**src/rtl/regfile_wb_arbiter.sv**
```systemverilog
// Register-file writeback arbiter: merges ALU and load-unit writebacks onto a
// single registered write port. ALU requests that cannot be written at once
// wait in a 2-entry in-order FIFO; a starvation counter forces the FIFO head
// through after the load unit has won four consecutive contended cycles.
module regfile_wb_arbiter (
    input  logic        clk,
    input  logic        rst_n,
    input  logic        alu_valid,
    input  logic [4:0]  alu_rd,
    input  logic [31:0] alu_data,
    output logic        alu_ready,
    input  logic        ld_valid,
    input  logic [4:0]  ld_rd,
    input  logic [31:0] ld_data,
    output logic        ld_ready,
    output logic        RegWEn,
    output logic [4:0]  rd,
    output logic [31:0] wr_data,
    output logic [31:0] busy_mask
);

    typedef enum logic [1:0] {
        GNT_NONE,
        GNT_HEAD,
        GNT_LOAD,
        GNT_BYPASS
    } grant_e;

    // FIFO storage: entry 0 is always the head (shift-register organisation)
    logic [4:0]  ent0_rd_q,   ent0_rd_d,   ent1_rd_q,   ent1_rd_d;
    logic [31:0] ent0_data_q, ent0_data_d, ent1_data_q, ent1_data_d;
    logic [1:0]  cnt_q, cnt_d;
    logic [2:0]  starve_cnt_q, starve_cnt_d;

    logic        regwen_q, regwen_d;
    logic [4:0]  rd_q, rd_d;
    logic [31:0] wr_data_q, wr_data_d;

    grant_e      grant;
    logic        force_head;
    logic        fifo_ne;
    logic        alu_acc;
    logic        enq;
    logic        deq;
    logic [1:0]  occ;

    assign force_head = (starve_cnt_q == 3'd4);
    assign fifo_ne    = (cnt_q != 2'd0);
    assign alu_ready  = (cnt_q < 2'd2);
    assign ld_ready   = ~force_head;
    assign alu_acc    = alu_valid && alu_ready;

    assign RegWEn  = regwen_q;
    assign rd      = rd_q;
    assign wr_data = wr_data_q;

    // Grant selection: forced head, then load, then queued ALU, then bypass
    always_comb begin
        grant = GNT_NONE;
        if (force_head && fifo_ne)  grant = GNT_HEAD;
        else if (ld_valid)          grant = GNT_LOAD;
        else if (fifo_ne)           grant = GNT_HEAD;
        else if (alu_valid)         grant = GNT_BYPASS;
    end

    assign deq = (grant == GNT_HEAD);
    assign enq = alu_acc && (grant != GNT_BYPASS);
    assign occ = cnt_q - {1'b0, deq};

    // FIFO next state: shift on dequeue, then append into the first free slot
    always_comb begin
        ent0_rd_d   = ent0_rd_q;
        ent0_data_d = ent0_data_q;
        ent1_rd_d   = ent1_rd_q;
        ent1_data_d = ent1_data_q;
        if (deq) begin
            ent0_rd_d   = ent1_rd_q;
            ent0_data_d = ent1_data_q;
        end
        if (enq) begin
            if (occ == 2'd0) begin
                ent0_rd_d   = alu_rd;
                ent0_data_d = alu_data;
            end else begin
                ent1_rd_d   = alu_rd;
                ent1_data_d = alu_data;
            end
        end
        cnt_d = occ + {1'b0, enq};
    end

    // Starvation counter: count load wins over a waiting FIFO, clear otherwise
    always_comb begin
        starve_cnt_d = starve_cnt_q;
        if (deq || !fifo_ne)
            starve_cnt_d = 3'd0;
        else if (grant == GNT_LOAD && starve_cnt_q != 3'd4)
            starve_cnt_d = starve_cnt_q + 3'd1;
    end

    // Write-port next state: rd==0 goes through the handshake but never writes
    always_comb begin
        regwen_d  = 1'b0;
        rd_d      = rd_q;
        wr_data_d = wr_data_q;
        case (grant)
            GNT_HEAD: begin
                rd_d      = ent0_rd_q;
                wr_data_d = ent0_data_q;
                regwen_d  = (ent0_rd_q != 5'd0);
            end
            GNT_LOAD: begin
                rd_d      = ld_rd;
                wr_data_d = ld_data;
                regwen_d  = (ld_rd != 5'd0);
            end
            GNT_BYPASS: begin
                rd_d      = alu_rd;
                wr_data_d = alu_data;
                regwen_d  = (alu_rd != 5'd0);
            end
            default: ;
        endcase
    end

    // Busy mask: destinations of entries still waiting in the FIFO, x0 excluded
    always_comb begin
        busy_mask = 32'd0;
        if (cnt_q >= 2'd1) busy_mask = busy_mask | (32'd1 << ent0_rd_q);
        if (cnt_q == 2'd2) busy_mask = busy_mask | (32'd1 << ent1_rd_q);
        busy_mask[0] = 1'b0;
    end

    // Control and write-port registers, cleared asynchronously
    always_ff @(posedge clk or negedge rst_n) begin
        if (!rst_n) begin
            cnt_q        <= 2'd0;
            starve_cnt_q <= 3'd0;
            regwen_q     <= 1'b0;
            rd_q         <= 5'd0;
            wr_data_q    <= 32'd0;
        end else begin
            cnt_q        <= cnt_d;
            starve_cnt_q <= starve_cnt_d;
            regwen_q     <= regwen_d;
            rd_q         <= rd_d;
            wr_data_q    <= wr_data_d;
        end
    end

    // FIFO payload storage; only meaningful while counted as occupied
    always_ff @(posedge clk) begin
        ent0_rd_q   <= ent0_rd_d;
        ent0_data_q <= ent0_data_d;
        ent1_rd_q   <= ent1_rd_d;
        ent1_data_q <= ent1_data_d;
    end

endmodule

```
**config.mk**
```make
export PLATFORM = sky130hd
export DESIGN_NAME = regfile_wb_arbiter
export DESIGN_NICKNAME = d
export VERILOG_FILES = /design/src/rtl/regfile_wb_arbiter.sv
export SDC_FILE = /design/constraint.sdc
export NUM_CORES = 1
export LEC_CHECK = 0
export BUFFER_PORTS_ARGS = -buffer_cell sky130_fd_sc_hd__buf_2
export CORE_MARGIN = 2
export CORE_UTILIZATION = 48
export DETAILED_ROUTE_END_ITERATION = 10
export PLACE_DENSITY_LB_ADDON = 0.1
export SLEW_MARGIN = 20
export SYNTH_ARGS = -nofsm -noshare
export SYNTH_HDL_FRONTEND = slang
export SYNTH_SLANG_ARGS = --single-unit
export TNS_END_PERCENT = 20
```
**constraint.sdc**
```tcl
create_clock -name clk -period 4.3 [get_ports clk]
set_input_delay 0.43 -clock clk [delete_from_list [all_inputs] [get_ports clk]]
set_output_delay 0.43 -clock clk [all_outputs]
set_load 0.02 [all_outputs]
```
* Word-level counts from Yosys, hierarchy flattened *
Index checks and enable logic that the tools add are counted.

word-level totals
  register bits after elaboration = 117
  logic and storage cells = 57
  output and inout bits = 72

cells by class
  shift operators = 2
  reductions and logical operators = 14
  bitwise logic cells = 3
  equal/unequal tests = 7
  multiplexer cells = 17
  add/sub/neg operators = 3
  order comparisons = 2

operators with widths
  operator                                                               number
  32-bit 2-to-1 mux                                                      5
  32-bit case mux with 3 select lines                                    1
  1-bit by 5-bit << shifter with 32-bit output, first input constant     2
  32-bit bitwise OR                                                      1
  5-bit 2-to-1 mux                                                       3
  5-bit case mux with 3 select lines                                     1
  5-bit nonzero test                                                     3
  2-bit 2-to-1 mux                                                       4
  2-bit equality test, second input constant                             3
  3-bit 2-to-1 mux                                                       2
  1-bit logical AND                                                      4
  2-bit nonzero test                                                     2
  3-bit by 1-bit adder with 3-bit output, second input constant          1
  3-bit equality test, second input constant                             1
  3-bit != test, second input constant                                   1
  1-bit case mux with 3 select lines                                     1
  3-bit nonzero test                                                     1
  2-bit by 1-bit adder with 2-bit output                                 1
  2-bit by 1-bit equality test with 1-bit output, second input constant  1
  2-bit by 1-bit >= comparator with 1-bit output, second input constant  1
  2-bit zero test                                                        1
  2-bit < comparator, second input constant                              1
  2-bit != test, second input constant                                   1
  1-bit inverter                                                         2
  4 further kinds                                                        4

* Depth between registers and ports, before layout *
  depth after elaboration = 9
  depth in mapped cells = 11
  gate-level depth less buffers = 8

* Worst setup path before layout *
OpenSTA, ideal clock, no wires.

  kind = register to register
  start point = register starve_cnt_q[0]
  end point = register ent1_data_q[0] (enable)
  period minus slack after synthesis = 4.770 ns
  setup time = 0.488 ns
  required time = 3.812 ns
  path slack = -0.470 ns
  stages on the path, launching flop included = 9
  arrival = 4.282 ns
  path through = dfrtp_1 inv_1 ha_1 a21boi_1 clkbuf_1 nor2_1 ha_1 xnor2_1 a211oi_1

on the way
  cells in the longest elaborated chain, start to end = 8

ends and longest elaborated chain
  element                                         line  RTL
  from (decl)                                     33    logic [2:0] starve_cnt_q, starve_cnt_d;
  from (signal assigned)                          144   starve_cnt_q <= starve_cnt_d;
  3-bit equality test *                           47    assign force_head = (starve_cnt_q == 3'd4);
  1-bit logical AND *                             60    if (force_head && fifo_ne) grant = GNT_HEAD;
  2-bit 2-to-1 mux *                              60
  2-bit by 1-bit equality test with 1-bit output  66    assign deq = (grant == GNT_HEAD);
  2-bit by 1-bit subtractor with 2-bit output     68    assign occ = cnt_q - {1'b0, deq};
  2-bit zero test                                 81    if (occ == 2'd0) begin
  1-bit inverter (no line)                        -
  2-bit AND reduction (no line) *                 -
  to (signal assigned)                            156   ent1_data_q <= ent1_data_d;
  to (decl)                                       31    logic [31:0] ent0_data_q, ent0_data_d, ent1_data_q, ent1_data_d;

Every way passes the cells marked *; elsewhere a longest branch is shown, timed or not.
A chain may end at the register's enable or synchronous reset.

* Final worst setup path *
  start point = register cnt_q[1]
  end point = output port busy_mask[5]

on the way
  cells in the longest elaborated chain, start to end = 4

ends and longest elaborated chain
  element                                         line  RTL
  from (decl)                                     32    logic [1:0] cnt_q, cnt_d;
  from (signal assigned)                          143   cnt_q <= cnt_d;
  2-bit by 1-bit >= comparator with 1-bit output  129   if (cnt_q >= 2'd1) busy_mask = busy_mask | (32'd1 << ent0_rd_q);
  32-bit 2-to-1 mux                               129
  32-bit bitwise OR                               130   if (cnt_q == 2'd2) busy_mask = busy_mask | (32'd1 << ent1_rd_q);
  32-bit 2-to-1 mux *                             130
  to (decl)                                       19    output logic [31:0] busy_mask

Marked as above.

==> results.yml <==
drt:
  post_drt_via_cell_ratio: 6.48
  drt_iter0_markers: 565
  num_vias: 5780
  finalWirelength_um: 18100
  drc: 0
  drtPass1Iterations: 5
  ant_nets: 0
  wl_per_cell_um: 20.2
clock_network:
  cts-root-buf: "clkbuf_16"
  clkLatencyLatePin_ns: 0.41
  cts_resized: 0
  clock_sinks: 117
  tritoncts: "built"
  cts.htree.levels: 4
  clk_path_buf_depth: 2
  cts_setup_buffers: 0
  hold_buffers: 0
  numCtsBuffers: 17
  clk_pin_slew_worst_paths_ns: 0.05
cells_and_area:
  area_growth_pct: 22.0
  drive_gt1_frac: 0.271
  layout.nets: 814
  num_antenna_cells: 0
  final_cells: 892
  nFillCells: 1062
placement:
  portBuffers: 148
  gp_congestion: 0.918
  dp_hpwl_um: 11300
  placed_cells: 860
synthesis:
  synth-seq-cells: 117
  yosys-top-cells-count: "nand3_1 (77), a31oi_1 (74), o21ai_0 (72)"
  synth.distinct_cells: 42
  synth_most_common_cell: "nand3_1"
  netlist_instances: 627
  synth_ff_type: "dfrtp_1"
  synth_top_cell_by_area: "edfxtp_1"
  yosysSeqAreaShare: 0.504
  synth_edf_count: 37
  yosysWarnings: 0
  async_flop_share: 0.368
  synth.net_count: 709
  synth_top_area_share: 0.191
  netlist_area_um2: 5810
  synthTopCellsByArea: "edfxtp_1 (19%), dfrtp_1 (19%), dfxtp_1 (13%)"
  syn_avg_cell_area_um2: 9.26
job:
  maxCapViolCount: 0
hold_path:
  hold_path_class: "input pin to asynchronous set/reset pin"
power_and_ir_drop:
  clockPowerShare: 0.263
  swShare: 0.402
  powerDensity_nw_per_um2: 747
  ir_drop_v: 0.000371
  p_leak_uw: 0.00281
  p_switching_uw: 2120
  intPower_uw: 3160
  comb_power_share: 0.381
  seqPwrFrac: 0.356
timing:
  clock_skew_ns: 0.00699
  setup_tns_ns: 0
  rsz0062_at_grt: "no"
  period_needed_ns: 2.75
  setup_violations: 0
  fmax_mhz: 364
  hold_viol_final: 0
  relSlewSlack: 0.284
  finalMaxSlewViolations: 0
  min_period_over_period: 0.640
  worst_slew_pin_slew_ns: 1.07
global_route:
  grt_overflow: 0
  grt_pass1_vias: 5425
  grt_pass1_wl_um: 28800
  antenna_found_initial: 0
  grt_max_degree: 77
  track_usage: 0.280
status:
  status: "finished clean"
setup_path:
  cp_slowest_cell: "or4b_1"
  endpoint: "busy_mask[5]"
  worst_r2r_endpoint: "ent0_data_q[21]$_DFF_P_"
  worstPathArrival_ns: 2.32
  cp_cell_sequence: "nor2_2 > buf_4 > or4b_1 > o22ai_1 > buf_2"
  crit_type: "flop to primary output"
  rrSetupSlack_ns: 1.58
  crit_cells: 5
  cp_top_family: "simple AND/OR/NAND/NOR gates"
  crit_path_max_incr_delay_ns: 0.61
  crit_path_end_kind: "primary output"
  crit_start: "cnt_q[1]$_DFF_PN0_"
  rr_startpoint: "cnt_q[0]$_DFF_PN0_"
  cp-start-kind: "flop"
  critPathBufInv: 2
  required_ns: 3.87
  rr_worst_depth: 4
  path_max_fanout: 40
die:
  initial_core_util: 0.487
  fp.dieArea_um2: 13000
  num_io_pins: 150
  core-area_um2: 11900
  die_w_um: 114
  fp.dieH_um: 114
  num_rows: 40
==> cell type report <==
cell class	instances	area, µm²	area share
clock buffers	21	440	0.0622
clock inverters	11	134	0.0189
inverters	8	30.0	0.00424
multi-input cells	427	2530	0.357
flip-flops and latches	117	2930	0.413
well taps	147	184	0.0260
repair buffers	161	841	0.119
==> cell usage in the layout (no fill, tap or decap), drive strengths merged, types with 2 or more instances in the layout <==
master,netlist,layout
edfxtp,37,37
clkinvlp,0,2
a31oi,74,74
nand2b,4,4
dfxtp,37,37
nand4,3,3
ha,4,4
o21ai,74,74
nor2,48,48
clkinv,0,6
inv,8,8
nor4,38,38
nand4b,3,3
buf,37,161
nand3,77,77
o211ai,40,40
nand2,6,6
or4,3,3
dfrtp,43,43
or3,2,2
nand3b,4,4
or2,2,2
or3b,2,2
bufinv,0,3
clkbuf,38,21
xnor2,2,2
o22ai,31,31
or4b,2,2
==> power groups by stage <==
stage / sequential (µW) / combinational, µW / clock [µW]
2_1_floorplan: 1990 / 1280 / 0
3_3_place_gp: 1890 / 1950 / 0
3_5_place_dp: 1900 / 1990 / 0
4_1_cts: 1890 / 2000 / 1410
5_1_grt: 1940 / 2190 / 1460
6_report: 1890 / 2010 / 1390
==> worst min path at each step <==
| stage | from | end | slack (ns) | cells after the start |
|---|---|---|---|---|
| after detailed placement | starve_cnt_q[0]$_DFFE_PN0P_ | starve_cnt_q[0]$_DFFE_PN0P_ | 0.46 | 1 |
| final | rst_n | wr_data[19]$_DFFE_PN0P_ | 0.04 | 1 |
| after CTS | alu_data[31] | ent1_data_q[31]$_DFFE_PP_ | 0.21 | 1 |
| after global placement | starve_cnt_q[0]$_DFFE_PN0P_ | starve_cnt_q[0]$_DFFE_PN0P_ | 0.44 | 1 |
| after global routing | rst_n | wr_data[27]$_DFFE_PN0P_ | 0.09 | 1 |
| after floorplan | rst_n | RegWEn$_DFF_PN0_ | 0.13 | 0 |
==> worst register-to-register path, cell delays in order (launching register included) <==
cell	delay (ns)
dfrtp_1	0.49
nor2_4	0.88
or3_1	0.66
buf_4	0.40
a31oi_1	0.15
==> sequential cells by signal, indices dropped and copies added (netlist names) <==
register,cells
ent1_data_q,32
ent1_rd_q,5
ent0_data_q,32
cnt_q,2
wr_data,32
starve_cnt_q,3
ent0_rd_q,5
RegWEn,1
rd,5
==> stage by stage <==
step                hold WS [ns]  total power, µW  cell area, µm²  utilization  setup slack [ns]
finish                    0.0448             5290            7080        0.595              1.55
global route              0.0875             5580            7080        0.595              1.40
CTS                        0.212             5290            7080        0.594              1.55
global placement           0.442             3840            6510        0.546              1.68
floorplan                  0.134             3270            5810            -             0.800
detailed placement         0.459             3890            6510        0.546              1.60
==> per-layer routing <==
metal	vias up	global-route usage	wire length, µm	share of wire
met5	-	0	0	0
met4	0	0.0919	286	0.016
met3	31	0.0600	1520	0.084
met2	336	0.438	8380	0.46
met1	2770	0.391	7860	0.44
li1	2643	-	-	-
==> logic make-up (layout without fill, tap and decap cells) <==
| family | after synthesis | after routing | synth area share |
|---|---|---|---|
| other | 1 | 1 | 0.000646 |
| adder cells (fa/ha/maj) | 4 | 4 | 0.00862 |
| buffers and inverters | 83 | 201 | 0.0687 |
| multiplexers | 1 | 1 | 0.00172 |
| flip-flops | 117 | 117 | 0.504 |
| AO/OA/AOI/OAI | 223 | 223 | 0.234 |
| XOR/XNOR | 2 | 2 | 0.00302 |
| AND/OR/NAND/NOR | 196 | 196 | 0.179 |
No activity file was read; power rests on OpenSTA's default activity.
